File: src/rtl/cpu_types_pkg.sv
// Shared CPU datapath types: word/register aliases, ALU opcodes, ALU source
// select and execute-stage multiplier states.
package cpu_types_pkg;

    typedef logic [31:0] word_t;
    typedef logic [4:0]  regbits_t;

    typedef enum logic [3:0] {
        ALU_SLL  = 4'd0,
        ALU_SRL  = 4'd1,
        ALU_ADD  = 4'd2,
        ALU_SUB  = 4'd3,
        ALU_AND  = 4'd4,
        ALU_OR   = 4'd5,
        ALU_XOR  = 4'd6,
        ALU_NOR  = 4'd7,
        ALU_SLT  = 4'd8,
        ALU_SLTU = 4'd9
    } aluop_t;

    // Encoding 3 is reserved and treated as ALUSRC_RT by the execute stage.
    typedef enum logic [1:0] {
        ALUSRC_RT    = 2'd0,
        ALUSRC_IMM   = 2'd1,
        ALUSRC_SHAMT = 2'd2
    } alusrc_t;

    typedef enum logic [1:0] {
        IDLE = 2'd0,
        RUN  = 2'd1,
        DONE = 2'd2
    } mulstate_t;

endpackage

File: src/rtl/alu_if.sv
// Operand/result bundle between a datapath stage and the shared ALU.
interface alu_if import cpu_types_pkg::*; #(
    parameter int unsigned WORD_W = 32
);
    logic [WORD_W-1:0] porta;
    logic [WORD_W-1:0] portb;
    aluop_t            aluop;
    logic [WORD_W-1:0] outport;
    logic              zero;

    modport alu  (input porta, portb, aluop, output outport, zero);
    modport user (output porta, portb, aluop, input outport, zero);
endinterface

File: src/rtl/execute_fwd_stage_if.sv
// Decode-to-execute bundle: ID/EX inputs, forwarding sources, latched outputs
// and the execute-stage stall request.
interface execute_fwd_stage_if import cpu_types_pkg::*; #(
    parameter int unsigned WORD_W  = 32,
    parameter int unsigned REG_AW  = 5,
    parameter int unsigned NUM_FWD = 2
);
    logic                      flush;
    logic                      exen;
    logic [WORD_W-1:0]         in_npc;
    logic [WORD_W-1:0]         in_rdat1;
    logic [WORD_W-1:0]         in_rdat2;
    logic [WORD_W-1:0]         in_imm;
    logic [WORD_W-1:0]         in_shamt;
    logic [REG_AW-1:0]         in_rs;
    logic [REG_AW-1:0]         in_rt;
    logic [REG_AW-1:0]         in_regdst;
    logic [1:0]                in_alusrc;
    aluop_t                    in_aluop;
    logic                      in_regwr, in_dren, in_dwen, in_halt, in_lui, in_mul;
    logic [NUM_FWD-1:0]        fwd_valid;
    logic [NUM_FWD*REG_AW-1:0] fwd_addr;
    logic [NUM_FWD*WORD_W-1:0] fwd_data;
    logic [WORD_W-1:0]         out_npc;
    logic [REG_AW-1:0]         out_regdst;
    logic                      out_regwr, out_dren, out_dwen, out_halt, out_lui;
    logic [WORD_W-1:0]         out_store;
    logic [WORD_W-1:0]         out_alu;
    logic                      out_zero;
    logic                      ex_busy;

    modport master (
        output flush, exen, in_npc, in_rdat1, in_rdat2, in_imm, in_shamt,
               in_rs, in_rt, in_regdst, in_alusrc, in_aluop,
               in_regwr, in_dren, in_dwen, in_halt, in_lui, in_mul,
               fwd_valid, fwd_addr, fwd_data,
        input  out_npc, out_regdst, out_regwr, out_dren, out_dwen, out_halt,
               out_lui, out_store, out_alu, out_zero, ex_busy
    );

    modport slave (
        input  flush, exen, in_npc, in_rdat1, in_rdat2, in_imm, in_shamt,
               in_rs, in_rt, in_regdst, in_alusrc, in_aluop,
               in_regwr, in_dren, in_dwen, in_halt, in_lui, in_mul,
               fwd_valid, fwd_addr, fwd_data,
        output out_npc, out_regdst, out_regwr, out_dren, out_dwen, out_halt,
               out_lui, out_store, out_alu, out_zero, ex_busy
    );
endinterface

File: src/rtl/alu.sv
// Combinational integer ALU; shifts move porta by the low bits of portb.
module alu import cpu_types_pkg::*; #(
    parameter int unsigned WORD_W = 32
) (
    alu_if.alu aif
);
    localparam int unsigned SHW = $clog2(WORD_W);

    logic [SHW-1:0] sh;

    always_comb begin
        sh          = aif.portb[SHW-1:0];
        aif.outport = '0;
        case (aif.aluop)
            ALU_SLL:  aif.outport = aif.porta << sh;
            ALU_SRL:  aif.outport = aif.porta >> sh;
            ALU_ADD:  aif.outport = aif.porta + aif.portb;
            ALU_SUB:  aif.outport = aif.porta - aif.portb;
            ALU_AND:  aif.outport = aif.porta & aif.portb;
            ALU_OR:   aif.outport = aif.porta | aif.portb;
            ALU_XOR:  aif.outport = aif.porta ^ aif.portb;
            ALU_NOR:  aif.outport = ~(aif.porta | aif.portb);
            ALU_SLT:  aif.outport = {{(WORD_W-1){1'b0}}, $signed(aif.porta) < $signed(aif.portb)};
            ALU_SLTU: aif.outport = {{(WORD_W-1){1'b0}}, aif.porta < aif.portb};
            default:  aif.outport = '0;
        endcase
    end

    assign aif.zero = (aif.outport == '0);

endmodule

File: src/rtl/ex_mul_iter.sv
// Radix-2 shift-add multiplier: one multiplier bit per cycle, WORD_W steps,
// low WORD_W bits of the product kept.
module ex_mul_iter #(
    parameter int unsigned WORD_W = 32
) (
    input  logic              CLK,
    input  logic              nRST,
    input  logic              clear,
    input  logic              start,
    input  logic [WORD_W-1:0] a,
    input  logic [WORD_W-1:0] b,
    output logic              busy,
    output logic              done,
    output logic [WORD_W-1:0] product
);
    localparam int unsigned CW = $clog2(WORD_W + 1);

    logic [WORD_W-1:0] mcand, mplier, acc;
    logic [CW-1:0]     cnt;

    always_ff @(posedge CLK or negedge nRST) begin
        if (!nRST) begin
            mcand  <= '0;
            mplier <= '0;
            acc    <= '0;
            cnt    <= '0;
        end else if (clear) begin
            mcand  <= '0;
            mplier <= '0;
            acc    <= '0;
            cnt    <= '0;
        end else if (start) begin
            mcand  <= a;
            mplier <= b;
            acc    <= '0;
            cnt    <= CW'(WORD_W);
        end else if (cnt != '0) begin
            if (mplier[0]) acc <= acc + mcand;
            mcand  <= mcand << 1;
            mplier <= mplier >> 1;
            cnt    <= cnt - CW'(1);
        end
    end

    assign busy    = (cnt != '0);
    // High during the final step, so the product is complete after this edge.
    assign done    = (cnt == CW'(1));
    assign product = acc;

endmodule

File: src/rtl/execute_fwd_stage.sv
// ID/EX register with NUM_FWD-source operand forwarding and ALU; defining
// EX_MUL_EN adds the stalling iterative multiplier (ex_busy tied 0 otherwise).
module execute_fwd_stage import cpu_types_pkg::*; #(
    parameter int unsigned WORD_W  = 32,
    parameter int unsigned REG_AW  = 5,
    parameter int unsigned NUM_FWD = 2
) (
    input logic                CLK,
    input logic                nRST,
    execute_fwd_stage_if.slave exif
);
    typedef struct packed {
        logic [WORD_W-1:0] npc;
        logic [WORD_W-1:0] rdat1;
        logic [WORD_W-1:0] rdat2;
        logic [WORD_W-1:0] imm;
        logic [WORD_W-1:0] shamt;
        logic [REG_AW-1:0] rs;
        logic [REG_AW-1:0] rt;
        logic [REG_AW-1:0] regdst;
        logic [1:0]        alusrc;
        aluop_t            aluop;
        logic              regwr, dren, dwen, halt, lui, mul;
    } idex_t;

    idex_t             q;
    logic              ex_busy;
    logic [WORD_W-1:0] opa, rt_fwd, opb, result;
    logic              hit_a, hit_b, result_zero;

    // All-zero state is the bubble, and aluop 0 is ALU_SLL.
    always_ff @(posedge CLK or negedge nRST) begin
        if (!nRST) begin
            q <= '0;
        end else if (exif.flush) begin
            q <= '0;
        end else if (exif.exen && !ex_busy) begin
            q <= '{npc: exif.in_npc, rdat1: exif.in_rdat1, rdat2: exif.in_rdat2,
                   imm: exif.in_imm, shamt: exif.in_shamt, rs: exif.in_rs,
                   rt: exif.in_rt, regdst: exif.in_regdst, alusrc: exif.in_alusrc,
                   aluop: exif.in_aluop, regwr: exif.in_regwr, dren: exif.in_dren,
                   dwen: exif.in_dwen, halt: exif.in_halt, lui: exif.in_lui,
                   mul: exif.in_mul};
        end
    end

    // Lowest-index matching source wins; register 0 is never forwarded.
    always_comb begin
        opa    = q.rdat1;
        rt_fwd = q.rdat2;
        hit_a  = 1'b0;
        hit_b  = 1'b0;
        for (int unsigned i = 0; i < NUM_FWD; i++) begin
            if (!hit_a && exif.fwd_valid[i] && (q.rs != '0) &&
                (exif.fwd_addr[i*REG_AW +: REG_AW] == q.rs)) begin
                opa   = exif.fwd_data[i*WORD_W +: WORD_W];
                hit_a = 1'b1;
            end
            if (!hit_b && exif.fwd_valid[i] && (q.rt != '0) &&
                (exif.fwd_addr[i*REG_AW +: REG_AW] == q.rt)) begin
                rt_fwd = exif.fwd_data[i*WORD_W +: WORD_W];
                hit_b  = 1'b1;
            end
        end
    end

    always_comb begin
        opb = rt_fwd;
        case (q.alusrc)
            ALUSRC_IMM:   opb = q.imm;
            ALUSRC_SHAMT: opb = q.shamt;
            default:      opb = rt_fwd;
        endcase
    end

    alu_if #(.WORD_W(WORD_W)) aluif ();

    assign aluif.porta = opa;
    assign aluif.portb = opb;
    assign aluif.aluop = q.aluop;

    alu #(.WORD_W(WORD_W)) u_alu (.aif(aluif));

`ifdef EX_MUL_EN
    mulstate_t         state, state_n;
    logic              mul_start, mul_busy, mul_done;
    logic [WORD_W-1:0] mul_prod;

    always_ff @(posedge CLK or negedge nRST) begin
        if (!nRST) state <= IDLE;
        else       state <= state_n;
    end

    // A latched mul in IDLE has not started yet: stall and launch it.
    always_comb begin
        state_n   = state;
        mul_start = 1'b0;
        ex_busy   = 1'b0;
        case (state)
            IDLE: begin
                if (q.mul) begin
                    ex_busy   = 1'b1;
                    mul_start = !exif.flush;
                    if (!exif.flush) state_n = RUN;
                end
            end
            RUN: begin
                ex_busy = 1'b1;
                if (exif.flush)                 state_n = IDLE;
                else if (mul_done || !mul_busy) state_n = DONE;
            end
            DONE: begin
                if (exif.flush || exif.exen) state_n = IDLE;
            end
            default: state_n = IDLE;
        endcase
    end

    ex_mul_iter #(.WORD_W(WORD_W)) u_mul (
        .CLK     (CLK),
        .nRST    (nRST),
        .clear   (exif.flush),
        .start   (mul_start),
        .a       (opa),
        .b       (opb),
        .busy    (mul_busy),
        .done    (mul_done),
        .product (mul_prod)
    );

    assign result      = q.mul ? mul_prod : aluif.outport;
    assign result_zero = q.mul ? (mul_prod == '0) : aluif.zero;
`else
    logic mul_unused;

    assign mul_unused  = q.mul;
    assign ex_busy     = 1'b0;
    assign result      = aluif.outport;
    assign result_zero = aluif.zero;
`endif

    assign exif.out_npc    = q.npc;
    assign exif.out_regdst = q.regdst;
    assign exif.out_regwr  = q.regwr;
    assign exif.out_dren   = q.dren;
    assign exif.out_dwen   = q.dwen;
    assign exif.out_halt   = q.halt;
    assign exif.out_lui    = q.lui;
    assign exif.out_store  = rt_fwd;
    assign exif.out_alu    = result;
    assign exif.out_zero   = result_zero;
    assign exif.ex_busy    = ex_busy;

endmodule
File: src/flat_wrapper.sv
// flat-port wrapper written by rule: the top's interface ports become plain ports
module execute_fwd_stage_flat import cpu_types_pkg::*;
#(
    parameter int unsigned WORD_W  = 32,
    parameter int unsigned REG_AW  = 5,
    parameter int unsigned NUM_FWD = 2
)
  (CLK, nRST, exif_flush, exif_exen, exif_in_npc, exif_in_rdat1, exif_in_rdat2, exif_in_imm, exif_in_shamt, exif_in_rs, exif_in_rt, exif_in_regdst, exif_in_alusrc, exif_in_aluop, exif_in_regwr, exif_in_dren, exif_in_dwen, exif_in_halt, exif_in_lui, exif_in_mul, exif_fwd_valid, exif_fwd_addr, exif_fwd_data, exif_out_npc, exif_out_regdst, exif_out_regwr, exif_out_dren, exif_out_dwen, exif_out_halt, exif_out_lui, exif_out_store, exif_out_alu, exif_out_zero, exif_ex_busy);
  execute_fwd_stage_if #(.WORD_W(WORD_W), .REG_AW(REG_AW), .NUM_FWD(NUM_FWD)) exif_i ();
  input logic CLK;
  input logic nRST;
  input wire logic [$bits(exif_i.flush)-1:0] exif_flush;
  input wire logic [$bits(exif_i.exen)-1:0] exif_exen;
  input wire logic [$bits(exif_i.in_npc)-1:0] exif_in_npc;
  input wire logic [$bits(exif_i.in_rdat1)-1:0] exif_in_rdat1;
  input wire logic [$bits(exif_i.in_rdat2)-1:0] exif_in_rdat2;
  input wire logic [$bits(exif_i.in_imm)-1:0] exif_in_imm;
  input wire logic [$bits(exif_i.in_shamt)-1:0] exif_in_shamt;
  input wire logic [$bits(exif_i.in_rs)-1:0] exif_in_rs;
  input wire logic [$bits(exif_i.in_rt)-1:0] exif_in_rt;
  input wire logic [$bits(exif_i.in_regdst)-1:0] exif_in_regdst;
  input wire logic [$bits(exif_i.in_alusrc)-1:0] exif_in_alusrc;
  input wire logic [$bits(exif_i.in_aluop)-1:0] exif_in_aluop;
  input wire logic [$bits(exif_i.in_regwr)-1:0] exif_in_regwr;
  input wire logic [$bits(exif_i.in_dren)-1:0] exif_in_dren;
  input wire logic [$bits(exif_i.in_dwen)-1:0] exif_in_dwen;
  input wire logic [$bits(exif_i.in_halt)-1:0] exif_in_halt;
  input wire logic [$bits(exif_i.in_lui)-1:0] exif_in_lui;
  input wire logic [$bits(exif_i.in_mul)-1:0] exif_in_mul;
  input wire logic [$bits(exif_i.fwd_valid)-1:0] exif_fwd_valid;
  input wire logic [$bits(exif_i.fwd_addr)-1:0] exif_fwd_addr;
  input wire logic [$bits(exif_i.fwd_data)-1:0] exif_fwd_data;
  output wire logic [$bits(exif_i.out_npc)-1:0] exif_out_npc;
  output wire logic [$bits(exif_i.out_regdst)-1:0] exif_out_regdst;
  output wire logic [$bits(exif_i.out_regwr)-1:0] exif_out_regwr;
  output wire logic [$bits(exif_i.out_dren)-1:0] exif_out_dren;
  output wire logic [$bits(exif_i.out_dwen)-1:0] exif_out_dwen;
  output wire logic [$bits(exif_i.out_halt)-1:0] exif_out_halt;
  output wire logic [$bits(exif_i.out_lui)-1:0] exif_out_lui;
  output wire logic [$bits(exif_i.out_store)-1:0] exif_out_store;
  output wire logic [$bits(exif_i.out_alu)-1:0] exif_out_alu;
  output wire logic [$bits(exif_i.out_zero)-1:0] exif_out_zero;
  output wire logic [$bits(exif_i.ex_busy)-1:0] exif_ex_busy;
  assign exif_i.flush = exif_flush;
  assign exif_i.exen = exif_exen;
  assign exif_i.in_npc = exif_in_npc;
  assign exif_i.in_rdat1 = exif_in_rdat1;
  assign exif_i.in_rdat2 = exif_in_rdat2;
  assign exif_i.in_imm = exif_in_imm;
  assign exif_i.in_shamt = exif_in_shamt;
  assign exif_i.in_rs = exif_in_rs;
  assign exif_i.in_rt = exif_in_rt;
  assign exif_i.in_regdst = exif_in_regdst;
  assign exif_i.in_alusrc = exif_in_alusrc;
  assign exif_i.in_aluop = exif_in_aluop;
  assign exif_i.in_regwr = exif_in_regwr;
  assign exif_i.in_dren = exif_in_dren;
  assign exif_i.in_dwen = exif_in_dwen;
  assign exif_i.in_halt = exif_in_halt;
  assign exif_i.in_lui = exif_in_lui;
  assign exif_i.in_mul = exif_in_mul;
  assign exif_i.fwd_valid = exif_fwd_valid;
  assign exif_i.fwd_addr = exif_fwd_addr;
  assign exif_i.fwd_data = exif_fwd_data;
  assign exif_out_npc = exif_i.out_npc;
  assign exif_out_regdst = exif_i.out_regdst;
  assign exif_out_regwr = exif_i.out_regwr;
  assign exif_out_dren = exif_i.out_dren;
  assign exif_out_dwen = exif_i.out_dwen;
  assign exif_out_halt = exif_i.out_halt;
  assign exif_out_lui = exif_i.out_lui;
  assign exif_out_store = exif_i.out_store;
  assign exif_out_alu = exif_i.out_alu;
  assign exif_out_zero = exif_i.out_zero;
  assign exif_ex_busy = exif_i.ex_busy;
  execute_fwd_stage #(.WORD_W(WORD_W), .REG_AW(REG_AW), .NUM_FWD(NUM_FWD)) u_core (.CLK(CLK), .nRST(nRST), .exif(exif_i));
endmodule
File: config.mk
export PLATFORM = sky130hd
export DESIGN_NAME = execute_fwd_stage_flat
export DESIGN_NICKNAME = d
export VERILOG_FILES = /design/src/rtl/cpu_types_pkg.sv /design/src/rtl/alu_if.sv /design/src/rtl/execute_fwd_stage_if.sv /design/src/rtl/alu.sv /design/src/rtl/ex_mul_iter.sv /design/src/rtl/execute_fwd_stage.sv /design/src/flat_wrapper.sv
export SDC_FILE = /design/constraint.sdc
export NUM_CORES = 1
export LEC_CHECK = 0
export ABC_AREA = 1
export CAP_MARGIN = 20
export CORE_MARGIN = 2
export CORE_UTILIZATION = 55
export CTS_BUF_LIST = sky130_fd_sc_hd__clkbuf_4 sky130_fd_sc_hd__clkbuf_8
export DETAILED_ROUTE_END_ITERATION = 8
export PLACE_DENSITY = 0.84
export SYNTH_ARGS = -nofsm -noshare
export SYNTH_HDL_FRONTEND = slang
export SYNTH_SLANG_ARGS = --single-unit
export TNS_END_PERCENT = 50
File: constraint.sdc
create_clock -name CLK -period 8.8 [get_ports CLK]
set_clock_uncertainty 0.1 [all_clocks]
set_input_delay 2.2 -clock CLK [delete_from_list [all_inputs] [get_ports CLK]]
set_output_delay 2.2 -clock CLK [all_outputs]
set_load 0.005 [all_outputs]
==> impl_metrics.json, run 1 <==
{
  "synth_area_um2": 19370,
  "die_x_um": 191.7,
  "synth_cell_types": 54,
  "port_buffers": 372,
  "worst-ep-kind": "top-level output",
  "cts_buffers": 17,
  "yosys-top-cells-area": "dfrtp_1 (24%), nand3_1 (16%), nand2_1 (11%)",
  "root_buffer": "clkbuf_8",
  "seq_area_frac_synth_pct": 24.03,
  "die_h_um": 191.7,
  "synth-edff-count": 0,
  "syn-num-nets": 3493,
  "worstEndpointGrtRepair": "exif_out_zero",
  "rows": 68,
  "lastStage": "global routing",
  "grt_start_max_net_pins": 123,
  "synth-main-ff-cell": "dfrtp_1",
  "cts.sinks": 186,
  "place_inst": 4207,
  "error": "[ERROR GRT-0232] Routing congestion too high. Check the congestion heatmap in the GUI.",
  "grtUsageTotal_pct": 75.01,
  "initial_core_util_pct": 55.94,
  "cts_max_level": 4,
  "status": "aborted with a tool error",
  "ios": 375,
  "synth_top_area_share_pct": 24.03,
  "clockBufferDepth": 2,
  "synthArstFlopShare_pct": 100.0,
  "yosysWarnings": 0,
  "cts_hold_buffers": 0,
  "synth_cells": 3114,
  "grt_overflow": 9,
  "synth_top_cell_by_area": "dfrtp_1",
  "dp_hpwl_um": 73530,
  "placed_cell_area_um2": 26310,
  "syn_area_per_cell_um2": 6.221,
  "synth_seq_cells": 186,
  "place.gp.congestion": 1.097
}
==> what timing repair did <==
item | CTS
endpoints found under the setup margin | 32
pin swaps | 90
setup buffers | 60
cloned | 3
gates resized for setup | 424
==> per-layer routing <==
layer / GRT usage (%) / overflow
met5: 25.69 / 0
met4: 75.77 / 7
met3: 60.10 / 0
met2: 91.17 / 2
met1: 74.86 / 0
==> cell usage after synthesis, drive strengths merged (6+ instances only) <==
cell and count:
nand3 639, ha 110, inv 423, nand2 577, or2 33, nand3b 33, a21o 6, o211ai 8
dfrtp 186, nor3 14, o22ai 17, a21oi 157, o221ai 33, o21ai 405, buf 97, a221oi 19
clkbuf 138, nand4 15, nor2 156
==> stage by stage <==
step	setup TNS [ns]	setup slack (ns)
after CTS	-0.6666	-0.1509
after detailed placement	-26.51	-1.708
after global placement	-24.50	-1.717
after floorplan	0	0.5082
==> cells by family after synthesis <==
logic type                 Yosys count  synth area share, %
other                                1              0.01936
and+or+nand+nor                   1471                34.55
buffers and inverters              661                14.46
xor gates and xnor gates             7               0.3165
AOI/OAI and AO/OA                  676                19.32
adders and majority gates          112                7.311
DFF                                186                24.03
==> run 2, diff against run 1 <==
--- a/config.mk
+++ b/config.mk
@@ -8,10 +8,9 @@
 export ABC_AREA = 1
 export CAP_MARGIN = 20
 export CORE_MARGIN = 2
-export CORE_UTILIZATION = 55
-export CTS_BUF_LIST = sky130_fd_sc_hd__clkbuf_4 sky130_fd_sc_hd__clkbuf_8
+export CORE_UTILIZATION = 40
 export DETAILED_ROUTE_END_ITERATION = 8
-export PLACE_DENSITY = 0.84
+export PLACE_DENSITY_LB_ADDON = 0.15
 export SYNTH_ARGS = -nofsm -noshare
 export SYNTH_HDL_FRONTEND = slang
 export SYNTH_SLANG_ARGS = --single-unit
==> impl_metrics.json, run 2 <==
{
  "status": "finished clean",
  "regArea_um2": 4654,
  "swShare_pct": 43.60,
  "leakage_uw": 0.01465,
  "cts.clk_slew.worst_paths_ns": 0.08,
  "port_buffers": 372,
  "layout_commonest_cell": "nand3_1",
  "wl_per_cell_um": 22.24,
  "clockBufferDepth": 2,
  "num_vias": 25840,
  "timing.slew.headroom_pct": 23.97,
  "cap_viol_max_count": 0,
  "cts.sinks": 186,
  "hp-class": "register to register",
  "r2r_slack_ns": 7.91,
  "seq_area_frac_synth_pct": 24.03,
  "die_x_um": 224.1,
  "synth.top_cells.by_count": "nand3_1 (635), nand2_1 (570), inv_1 (406)",
  "largest_reg_flops": 140,
  "final_cell_mix": "nand3_1 (612), buf_4 (593), nand2_1 (504)",
  "min_delay_path_depth": 2,
  "power_uw": 4373,
  "postRouteAntennaNets": 0,
  "yosysWarnings": 0,
  "p_sw_uw": 1906,
  "area_growth_pct": 55.72,
  "p_int_uw": 2466,
  "finalSetupViolCount": 0,
  "finalCritPeriodShare_pct": 99.72,
  "cts_buffers": 17,
  "grt_pass1_wl_um": 149000,
  "nets": 4280,
  "worst-setup-path-type": "input pin to primary output",
  "place_inst": 4404,
  "ios": 375,
  "yosysMostFrequentCell": "nand3_1",
  "synth_area_um2": 19370,
  "synth_seq_cells": 186,
  "drive_above_1_share_pct": 28.64,
  "regMostFlops": "u_core.q",
  "min_to": "u_core.q[38]",
  "rows": 80,
  "fmax_ghz": 0.1140,
  "p_seq_share_pct": 21.1,
  "synth-main-ff-cell": "dfrtp_1",
  "combinationalPowerShare_pct": 60.2,
  "grt_start_max_net_pins": 132,
  "syn_area_per_cell_um2": 6.221,
  "final.setup.tns_ns": 0,
  "clk_latency_ns": 0.48,
  "wl_um": 100900,
  "viasPerCell": 5.698,
  "reg2reg_from": "u_core.q[18]",
  "fin_area_um2": 30170,
  "synth_top_cell_by_area": "dfrtp_1",
  "rsz0062_at_grt": "yes",
  "critPathLaunchType": "input pin",
  "num-fill-cells": 4386,
  "critPathLaunch": "exif_fwd_addr[4]",
  "synthArstFlopShare_pct": 100.0,
  "crit_top_cell": "nand2_1",
  "critPathMaxFanout": 6,
  "r2r_cells": 2,
  "pwr-share-clk_pct": 18.7,
  "crit_slowest_cell": "fa_2",
  "r2r-end": "u_core.q[18]",
  "drc": 0,
  "die-area_um2": 50210,
  "end_kind": "primary output",
  "hold_violations": 0,
  "pre_cts_slack_ns": -1.498,
  "power_density_nw_per_um2": 144.9,
  "antenna_found_initial": 9,
  "finalMaxSlewViolations": 0,
  "core_um2": 47750,
  "required_ns": 6.50,
  "cts_hold_buffers": 0,
  "place.gp.congestion": 1.002,
  "die_h_um": 224.1,
  "dp_hpwl_um": 77120,
  "placed_cell_area_um2": 26760,
  "root_buffer": "clkbuf_16",
  "synth_cell_types": 54,
  "initial_core_util_pct": 40.57,
  "synth_top_area_share_pct": 24.03,
  "cts_max_level": 4,
  "min_from": "u_core.q[38]",
  "multi_input_area_um2": 13780,
  "syn-num-nets": 3493,
  "cts_tree": "yes",
  "fin_crit_ns": 8.775,
  "drt-initial-drc-count": 2831,
  "synth-edff-count": 0,
  "grtUsageTotal_pct": 39.13,
  "cp.arrival_ns": 6.48,
  "worst_slew_pin_slew_ns": 1.139,
  "final-instance-count-excl-fill": 4536,
  "slowest_delay_ns": 0.41,
  "setup_slack_ns": 0.02491,
  "grt_pass1_vias": 25110,
  "yosys-top-cells-area": "dfrtp_1 (24%), nand3_1 (16%), nand2_1 (11%)",
  "vdd_drop_max_mv": 0.1672,
  "synth_cells": 3114,
  "grt_overflow": 0,
  "firstDrtPassIters": 6
}
-- run 2: cell counts after synthesis --
Identical to the previous run, type by type.
-- run 2: final cells by class --
class	count	share of cell area (%)
clock inverters	15	0.6470
well taps	615	2.551
multi-input cells	2268	45.68
clock buffers	17	1.410
flip-flops and latches	186	15.43
diodes	7	0.05807
inverters	426	5.334
repair buffers	1002	28.89
-- run 2: per-layer routing --
metal	vias to the layer above	wire length [µm]	GRT usage (%)
met2	1316	44180	60.57
li1	11950	-	-
met4	4	6852	23.76
met1	12290	40790	50.13
met3	288	9023	8.106
met5	-	25	0
-- run 2: metrics by stage --
step	utilization [%]	hold slack [ns]
2_1_floorplan	-	0.4015
3_3_place_gp	56.05	0.4176
3_5_place_dp	56.05	0.4249
4_1_cts	61.32	0.4435
5_1_grt	63.18	0.4561
6_report	63.18	0.4410
-- run 2: worst max-delay path, delay by kind of cell --
family	cells	cell delay, ns
AOI/OAI and AO/OA	4	0.44
and+or+nand+nor	23	2.02
adders and majority gates	1	0.41
buffers and inverters	10	1.38
-- run 2: cells by family after synthesis --
logic type      after synthesis  share of synthesized area (%)
simple gates               1471                          34.55
compound gates              676                          19.32
buf+inv                     661                          14.46
flops                       186                          24.03
fa+ha+maj                   112                          7.311
xor+xnor                      7                         0.3165
other cells                   1                        0.01936
-- run 2: repair_timing --
action,CTS,global route
gates cloned,5,1
setup endpoints to repair,32,32
setup buffers,66,24
gates resized for setup,435,231
pin swaps,106,117
-- run 2: power by group through the flow --
stage / registers, µW / logic, µW / clock network, µW
after detailed placement: 938 / 2190 / 0
final: 922 / 2630 / 818
after floorplan: 933 / 1030 / 0
after global routing: 927 / 2820 / 860
after CTS: 921 / 2420 / 825
after global placement: 936 / 2170 / 0
-- run 2: worst max-delay path by stage --
stage	depth (start not counted)	to	slack, ns
after floorplan	36	exif_out_zero	0.51
after global placement	32	exif_out_zero	-1.44
after detailed placement	32	exif_out_zero	-1.50
after CTS	38	exif_out_zero	-0.08
after global routing	37	exif_out_zero	-0.20
final	38	exif_out_zero	0.02
(Power assumes the default switching activity.)
